<file path="src/rtl/pc_pkg.sv">
// pc_pkg: shared next-PC select encoding and default vectors for the PC sequencer
package pc_pkg;
  localparam int W_D = 16;
  localparam logic [15:0] RESET_VEC_D = 16'h0000;
  localparam logic [15:0] TRAP_VEC_D = 16'h0004;
  typedef enum logic [2:0] {SEL_SEQ, SEL_BR, SEL_JMP, SEL_CALL, SEL_RET, SEL_TRAP, SEL_HOLD} sel_t;
endpackage

</file>
<file path="src/rtl/pc_seq_unit_if.sv">
// pc_seq_unit_if: control selects in (stall/trap/ret/call/jump/branch, jtarget, boff); PC, PCplus, RAS status out
interface pc_seq_unit_if #(parameter int W = pc_pkg::W_D, parameter int OFF_W = 8);
  logic stall, trap, ret, call, jump, branch;
  logic [W-1:0] jtarget;
  logic [OFF_W-1:0] boff;
  logic [W-1:0] PC, PCplus;
  logic ras_empty, ras_full, ras_err;
  modport master(output stall, trap, ret, call, jump, branch, jtarget, boff,
                 input PC, PCplus, ras_empty, ras_full, ras_err);
  modport slave(input stall, trap, ret, call, jump, branch, jtarget, boff,
                output PC, PCplus, ras_empty, ras_full, ras_err);
endinterface

</file>
<file path="src/rtl/ras_stack.sv">
// ras_stack: circular return-address LIFO; push/pop/din in, top/empty/full/err out; full push overwrites oldest
module ras_stack #(
  parameter int W = 16,
  parameter int DEPTH = 4
) (
  input  logic         clk,
  input  logic         nClear,
  input  logic         push,
  input  logic         pop,
  input  logic [W-1:0] din,
  output logic [W-1:0] top,
  output logic         empty,
  output logic         full,
  output logic         err
);
  localparam int PW = $clog2(DEPTH);
  logic [W-1:0] mem [DEPTH];
  logic [PW-1:0] ptr;
  logic [PW:0] count;
  assign top = mem[ptr];
  assign empty = count == '0;
  assign full = count == (PW+1)'(DEPTH);
  assign err = (pop && empty) || (push && full);
  always_ff @(posedge clk) begin
    if (!nClear) begin
      ptr <= '0;
      count <= '0;
    end else if (pop) begin
      ptr <= empty ? ptr : ptr - 1'b1;
      count <= empty ? count : count - 1'b1;
    end else if (push) begin
      ptr <= ptr + 1'b1;
      count <= full ? count : count + 1'b1;
    end
  end
  // when full, the slot after top is the oldest entry, so wrapping overwrites it
  always_ff @(posedge clk)
    if (nClear && push && !pop) mem[ptr + 1'b1] <= din;
endmodule

</file>
<file path="src/rtl/pc_seq_unit.sv">
// pc_seq_unit: fetch-stage PC sequencer; clk/nClear plus slave bus (selects in, PC/PCplus/RAS status out)
module pc_seq_unit
  import pc_pkg::*;
#(
  parameter int W = W_D,
  parameter int STEP = 1,
  parameter int OFF_W = 8,
  parameter logic [W-1:0] RESET_VEC = W'(RESET_VEC_D),
  parameter logic [W-1:0] TRAP_VEC = W'(TRAP_VEC_D),
  parameter int RAS_DEPTH = 4
) (
  input logic clk,
  input logic nClear,
  pc_seq_unit_if.slave bus
);
  if (OFF_W > W) begin : g_bad_off
    $error("OFF_W must not exceed W");
  end
  if (RAS_DEPTH < 2 || (RAS_DEPTH & (RAS_DEPTH - 1)) != 0) begin : g_bad_depth
    $error("RAS_DEPTH must be a power of 2, at least 2");
  end
  sel_t sel;
  logic [W-1:0] pc, pc_plus, pc_next, ras_top;
  logic ras_empty, ras_full, stk_err, err_q;
  always_comb
    sel = bus.stall ? SEL_HOLD : bus.trap ? SEL_TRAP : bus.ret ? SEL_RET :
          bus.call ? SEL_CALL : bus.jump ? SEL_JMP : bus.branch ? SEL_BR : SEL_SEQ;
  assign pc_plus = pc + W'(STEP);
  always_comb begin
    pc_next = pc_plus;
    case (sel)
      SEL_HOLD: pc_next = pc;
      SEL_TRAP: pc_next = TRAP_VEC;
      SEL_RET:  pc_next = ras_empty ? RESET_VEC : ras_top;
      SEL_CALL, SEL_JMP: pc_next = bus.jtarget;
      SEL_BR:   pc_next = pc_plus + W'($signed(bus.boff));
      default:  pc_next = pc_plus;
    endcase
  end
  ras_stack #(.W(W), .DEPTH(RAS_DEPTH)) u_ras (
    .clk(clk),
    .nClear(nClear),
    .push(sel == SEL_CALL),
    .pop(sel == SEL_RET),
    .din(pc_plus),
    .top(ras_top),
    .empty(ras_empty),
    .full(ras_full),
    .err(stk_err)
  );
  always_ff @(posedge clk) begin
    if (!nClear) begin
      pc <= RESET_VEC;
      err_q <= 1'b0;
    end else begin
      pc <= pc_next;
      // a ret that shadows a simultaneous call is flagged as a conflict
      err_q <= stk_err || (sel == SEL_RET && bus.call);
    end
  end
  assign bus.PC = pc;
  assign bus.PCplus = pc_plus;
  assign bus.ras_empty = ras_empty;
  assign bus.ras_full = ras_full;
  assign bus.ras_err = err_q;
endmodule

</file>
<file path="src/flat_wrapper.sv">
// flat-port wrapper written by rule: the top's interface ports become plain ports
module pc_seq_unit_flat import pc_pkg::*;
#(
  parameter int W = W_D,
  parameter int STEP = 1,
  parameter int OFF_W = 8,
  parameter logic [W-1:0] RESET_VEC = W'(RESET_VEC_D),
  parameter logic [W-1:0] TRAP_VEC = W'(TRAP_VEC_D),
  parameter int RAS_DEPTH = 4
)
  (clk, nClear, bus_stall, bus_trap, bus_ret, bus_call, bus_jump, bus_branch, bus_jtarget, bus_boff, bus_PC, bus_PCplus, bus_ras_empty, bus_ras_full, bus_ras_err);
  pc_seq_unit_if #(.W(W), .OFF_W(OFF_W)) bus_i ();
  input logic clk;
  input logic nClear;
  input wire logic [$bits(bus_i.stall)-1:0] bus_stall;
  input wire logic [$bits(bus_i.trap)-1:0] bus_trap;
  input wire logic [$bits(bus_i.ret)-1:0] bus_ret;
  input wire logic [$bits(bus_i.call)-1:0] bus_call;
  input wire logic [$bits(bus_i.jump)-1:0] bus_jump;
  input wire logic [$bits(bus_i.branch)-1:0] bus_branch;
  input wire logic [$bits(bus_i.jtarget)-1:0] bus_jtarget;
  input wire logic [$bits(bus_i.boff)-1:0] bus_boff;
  output wire logic [$bits(bus_i.PC)-1:0] bus_PC;
  output wire logic [$bits(bus_i.PCplus)-1:0] bus_PCplus;
  output wire logic [$bits(bus_i.ras_empty)-1:0] bus_ras_empty;
  output wire logic [$bits(bus_i.ras_full)-1:0] bus_ras_full;
  output wire logic [$bits(bus_i.ras_err)-1:0] bus_ras_err;
  assign bus_i.stall = bus_stall;
  assign bus_i.trap = bus_trap;
  assign bus_i.ret = bus_ret;
  assign bus_i.call = bus_call;
  assign bus_i.jump = bus_jump;
  assign bus_i.branch = bus_branch;
  assign bus_i.jtarget = bus_jtarget;
  assign bus_i.boff = bus_boff;
  assign bus_PC = bus_i.PC;
  assign bus_PCplus = bus_i.PCplus;
  assign bus_ras_empty = bus_i.ras_empty;
  assign bus_ras_full = bus_i.ras_full;
  assign bus_ras_err = bus_i.ras_err;
  pc_seq_unit #(.W(W), .STEP(STEP), .OFF_W(OFF_W), .RESET_VEC(RESET_VEC), .TRAP_VEC(TRAP_VEC), .RAS_DEPTH(RAS_DEPTH)) u_core (.clk(clk), .nClear(nClear), .bus(bus_i));
endmodule
</file>
<file path="config.mk">
export PLATFORM = sky130hd
export DESIGN_NAME = pc_seq_unit_flat
export DESIGN_NICKNAME = d
export VERILOG_FILES = /design/src/rtl/pc_pkg.sv /design/src/rtl/pc_seq_unit_if.sv /design/src/rtl/ras_stack.sv /design/src/rtl/pc_seq_unit.sv /design/src/flat_wrapper.sv
export SDC_FILE = /design/constraint.sdc
export NUM_CORES = 1
export LEC_CHECK = 0
export BUFFER_PORTS_ARGS = -buffer_cell sky130_fd_sc_hd__buf_2
export CAP_MARGIN = 40
export CELL_PAD_IN_SITES_DETAIL_PLACEMENT = 1
export CELL_PAD_IN_SITES_GLOBAL_PLACEMENT = 1
export CORE_AREA = 2 2 110 112
export DETAILED_ROUTE_END_ITERATION = 10
export DIE_AREA = 0 0 112 114
export GPL_TIMING_DRIVEN = 0
export PLACE_DENSITY_LB_ADDON = 0.1
export RECOVER_POWER = 50
export REMOVE_ABC_BUFFERS = 1
export SLEW_MARGIN = 10
export SYNTH_ARGS = -nofsm -noshare
export SYNTH_HDL_FRONTEND = slang
export SYNTH_SLANG_ARGS = --single-unit
</file>
<file path="constraint.sdc">
create_clock -name clk -period 2.9 [get_ports clk]
set_clock_uncertainty 0.1 [all_clocks]
set_input_delay 0.435 -clock clk [delete_from_list [all_inputs] [get_ports clk]]
set_output_delay 0.435 -clock clk [all_outputs]
set_load 0.01 [all_outputs]
</file>
======== Word-level counts from Yosys, hierarchy flattened ========
Memories as Yosys holds them, arrays and structs flattened. A register that Yosys moved wholly into a read port is not among the register bits.
Cells that the tools add are included.
storage, ports and cells
  register bits after elaboration ......... 22
  memory bits (writable) .................. 64
  input bits .............................. 32
  output and inout bits ................... 35
  word-level logic and storage cells ...... 52
  memories ................................ 1
memory list
  memory            depth  width  rd ports  clocked after memory_dff  write ports  line             RTL
  u_core.u_ras.mem  4      16     1         1                         1            ras_stack.sv:17  logic [W-1:0] mem [DEPTH];
cells by class
  add/subtract/negate cells ............... 6
  equality and inequality tests ........... 9
  multiplexer cells ....................... 19
  reductions and logical operators ........ 13
operators by type and width
  kind                     number
  $pmux W16 S5             1
  $mux W3                  9
  $add A16 B1 Y16 const B  1
  $add A16 B16 Y16         1
  $mux W16                 1
  $eq A3 B3 Y1 const B     4
  $mux W2                  5
  $eq A3 B2 Y1 const B     2
  $logic_and A1 B1 Y1      5
  $ne A2 B2 Y1 const B     2
  $add A3 B1 Y3 const B    1
  $eq A3 B1 Y1 const B     1
  $logic_not A3 Y1         1
  $mux W1                  3
  $reduce_and A3 Y1        1
  $sub A3 B1 Y3 const B    1
  $add A2 B1 Y2 const B    1
  $logic_or A1 B1 Y1       2
  $reduce_and A2 Y1        1
  $reduce_bool A2 Y1       1
  $reduce_or A2 Y1         1
  $sub A2 B1 Y2 const B    1
  $logic_not A1 Y1         1

======== Depth between registers and ports, before layout ========
  depth in word-level cells ............... 11
  mapped depth ............................ 13
  depth with buffers taken out ............ 12

======== Cells and area by module ========
Synthesis repeated with hierarchy kept, for this count alone.
unflattened totals
  cell total of the unflattened synthesis .. 392
  area total of the unflattened synthesis .. 4,742.0 sq um
modules (own cells, without submodules)
  module       times used  cells an instance  area each (sq um)  seq. area each (sq um)
  ras_stack    1           133                2,783.9            2,062.0
  pc_seq_unit  1           259                1,958.1            340.3

======== Worst setup path after synthesis ========
OpenSTA, ideal clock, no wires.
  path kind ............................... register to register
  from .................................... register u_core.pc[0], in the netlist u_core.bus.PC[0]
  to ...................................... register u_core.pc[9], in the netlist u_core.bus.PC[9]
  setup time .............................. 0.116 ns
  arrival time ............................ 2.999 ns
  required time ........................... 2.684 ns
  setup slack ............................. -0.315 ns
  stages on the path, launching flop included .. 12
  path buffers ............................ 1
  period minus slack after synthesis ...... 3.215 ns
  path through ............................ dfxtp_1 > ha_1 > clkbuf_1 > nand3_1 > xnor2_1 > ha_1 > a21oi_1 > and2_1 > a21oi_1 > o211a_1 > or3_1 > a31o_2
on the way
  longest elaborated chain between the ends .. 3
ends and longest elaborated chain
  what                      line                RTL
  start: declaration        pc_seq_unit.sv:23   logic [W-1:0] pc, pc_plus, pc_next, ras_top;
  start signal: assignment  pc_seq_unit.sv:56   pc <= pc_next;
  $add A16 B1 Y16           pc_seq_unit.sv:28   assign pc_plus = pc + W'(STEP);
  net bus_PCplus[4]         flat_wrapper.sv:24  output wire logic [$bits(bus_i.PCplus)-1:0] bus_PCplus;
  $add A16 B16 Y16          pc_seq_unit.sv:36   SEL_BR: pc_next = pc_plus + W'($signed(bus.boff));
  $pmux W16 S5              pc_seq_unit.sv:31   case (sel)
The timed path passes the listed nets, and every way through them passes these cells.
A chain may end at the register's enable or synchronous reset.

======== Final worst setup path ========
  from .................................... register u_core.pc[3], in the netlist u_core.bus.PC[3]
  to ...................................... register u_core.pc[15], in the netlist u_core.bus.PC[15]
on the way
  longest elaborated chain between the ends .. 3
ends and longest elaborated chain
  what               line
  $add A16 B1 Y16 *  pc_seq_unit.sv:28
  $add A16 B16 Y16   pc_seq_unit.sv:36
  $pmux W16 S5 *     pc_seq_unit.sv:31
Every way passes the cells marked *; elsewhere a longest branch is shown, timed or not.

==> metrics.txt <==
minimum clock period 2880 ps; syn_area_per_cell 11.86 um2; die width 112 um; Placement Setup Slack -868.4 ps; top cell type by total area after synthesis edfxtp_1; Area growth, synth to finish 27.74%; Max Cap Viol 0; clk root buf clkbuf_16; register area share after synthesis 50.38%; Setup TNS 0 ps; combinational power share 16.4%; unrepaired setup endpoints after global routing true; area of the mapped netlist 4768 um2; Clk pwr share 35.4%; Post-Route WL 14,750 um; vias in the first global route 3,840; Synth async-reset ratio 0%; number of synthesized flops with an enable pin 64; P_sw 0.7941 mW; sequential power share 48.1%; status completed; via count 3,732; Fmax 0.3472 GHz; CTS Buf Count 9; Via density 5.868; most common cell in the netlist edfxtp_1; placer's final routability congestion estimate 0.8344; Routed Antenna Nets 0; Routed WL per cell 23.19 um; share of cells above drive strength 1 36.81%; Clock Tree Buf Depth 2; Int Power 2.167 mW; Core Box Area 11,710 um2; initial DRC count 260; n_diodes 0; HP Class in2reg; max-slew violations 0; period utilization 99.31%; share of the synthesized area in the top cell type 40.30%; post-route setup slack 20.00 ps; data required time at the worst endpoint 3060 ps; Main synth FF type edfxtp_1; distinct cell type count after synthesis 62; synth warn 0; Fin. Hold Viols 0; largest net degree at the start of global routing 23; Final setup viols 0; initial antenna violation count 0; endpoint arrival time on the critical path 3040 ps; Worst-Skew Late Latency 350 ps; CTS hold repair buffers 0; r2r setup slk 20 ps; top cells by area, synth edfxtp_1 (40%), dfxtp_1 (10%), mux4_2 (7.6%); Cells after DPL 602; Switching Fraction 26.82%; peak supply drop 0.3792 mV; synthesized instance count 402; htree depth 3; Starting Density 40.72%; DP Wirelength 10,140 um; commonest cells in the netlist edfxtp_1 (64), nand2_1 (27), a21oi_1 (24), dfxtp_1 (24), ha_1 (22); Pre-Repair DR Iteration Count 4; Nets 540; # rows 40; actual slew at the worst max-slew pin 846.6 ps; CTS tree done; synthesized flop and latch total 88; Clock transition at path regs 60 ps; Die H 114 um; peak fanout along the critical path 7; gr usage total 23.61%; power per cell area 486.1 nW/um2; crit start category flop; CP Capture Type flop; I/O pin count 67; total grt overflow 0; static leakage 2.322 nW; Final Util 52.01%; die area 12,770 um2; Port Buf Inserts 66; crit path kind reg2reg; DRC 0; clock sink count 88; Slew Limit Headroom 43.55%; first-pass GRT wire length 22,440 um; Final Non-Filler Cells 636
## cells in the final DEF, fill, tap and decap left out, drive strengths merged, types with 5 or more instances in the layout
| cell type | netlist | layout |
|---|---|---|
| buf | 7 | 90 |
| edfxtp | 64 | 64 |
| nand2 | 27 | 27 |
| a21oi | 24 | 24 |
| dfxtp | 24 | 24 |
| o21ai | 22 | 22 |
| ha | 22 | 22 |
| nor2 | 20 | 20 |
| nand3 | 18 | 18 |
| mux4 | 16 | 16 |
| xnor2 | 16 | 16 |
| inv | 15 | 15 |
| a221oi | 14 | 14 |
| clkbuf | 12 | 13 |
| xor2 | 11 | 11 |
| nor3 | 9 | 9 |
| and2 | 8 | 8 |
| nand4 | 6 | 6 |
| a221o | 5 | 5 |
| a31oi | 5 | 5 |
## per-stage QoR
| stage | area, um2 | hold WS, ps | power (mW) |
|---|---|---|---|
| after global routing | 6091 | 337.0 | 3.081 |
| after detailed placement | 5291 | 393.8 | 1.862 |
| after global placement | 5197 | 382.9 | 1.845 |
| after CTS | 5848 | 298.4 | 2.949 |
| final | 6091 | 302.1 | 2.961 |
| after floorplan | 4683 | 362.6 | 1.693 |
## cell type report
cell class,instances,area [um2]
Multi-Input combinational cell,280,2608
Clock buffer,13,240.2
Inverter,15,56.30
Tap cell,147,183.9
Timing Repair Buffer,90,551.8
Sequential cell,88,2437
Clock inverter,3,13.76
Fill cell,1214,5620
## logic make-up after synthesis
kind of cell	Yosys count	synth area share (%)
flip-flops	88	50.38
XOR/XNOR	27	5.117
multiplexers	16	7.557
AO/OA/AOI/OAI	105	15.17
buffers and inverters	34	2.965
AND/OR/NAND/NOR	108	12.20
adder cells (fa/ha/maj)	24	6.612
## worst paths after layout
check / startpoint / endpoint / cells after the start
setup / recovery: u_core.bus.PC[3]$_SDFFE_PN0P_ / u_core.bus.PC[15]$_SDFFE_PN0P_ / 10
hold / removal: bus_jtarget[1] / u_core.bus.PC[1]$_SDFFE_PN0P_ / 3
setup reg to reg: u_core.bus.PC[3]$_SDFFE_PN0P_ / u_core.bus.PC[15]$_SDFFE_PN0P_ / 10
hold reg to reg: u_core.u_ras.count[1]$_SDFFE_PN0P_ / u_core.u_ras.count[1]$_SDFFE_PN0P_ / 2
## per-layer routing
| metal | global-route usage [%] | wire length [um] | share of wire, % |
|---|---|---|---|
| met5 | 0 | 0 | 0 |
| met2 | 37.98 | 7188 | 49 |
| met4 | 6.179 | 236 | 1.6 |
| met3 | 4.942 | 841 | 5.7 |
| met1 | 32.93 | 6485 | 44 |
## flip-flops by register name (all words and copies together), names as in the netlist, named ones only
signal and count:
u_core.u_ras.ptr 2, u_core.u_ras.mem 64, u_core.bus.ras_err 1, u_core.u_ras.count 3, u_core.bus.PC 16
## worst max-delay path, cell delays in order (launching register included)
cell and delay, ps:
dfxtp_4 400, nand4_4 240, or3_4 490, xnor2_4 170, ha_1 240, a21o_1 230, a21oi_2 200, and3_4 210
a221oi_2 70, o21a_1 220, o31ai_2 220
## what timing repair did
action,4_1_cts,5_1_grt
pin swaps,9,17
setup endpoints to repair,14,9
gates resized for setup,48,31
setup buffers,9,9
## power groups by stage
stage / sequential, mW / clock [mW] / combinational (mW)
5_1_grt: 1.43 / 1.12 / 0.532
3_5_place_dp: 1.45 / 0 / 0.415
4_1_cts: 1.43 / 1.08 / 0.447
6_report: 1.43 / 1.05 / 0.486
2_1_floorplan: 1.44 / 0 / 0.254
3_3_place_gp: 1.45 / 0 / 0.399
Note: power is estimated with default switching activity, not from simulation.
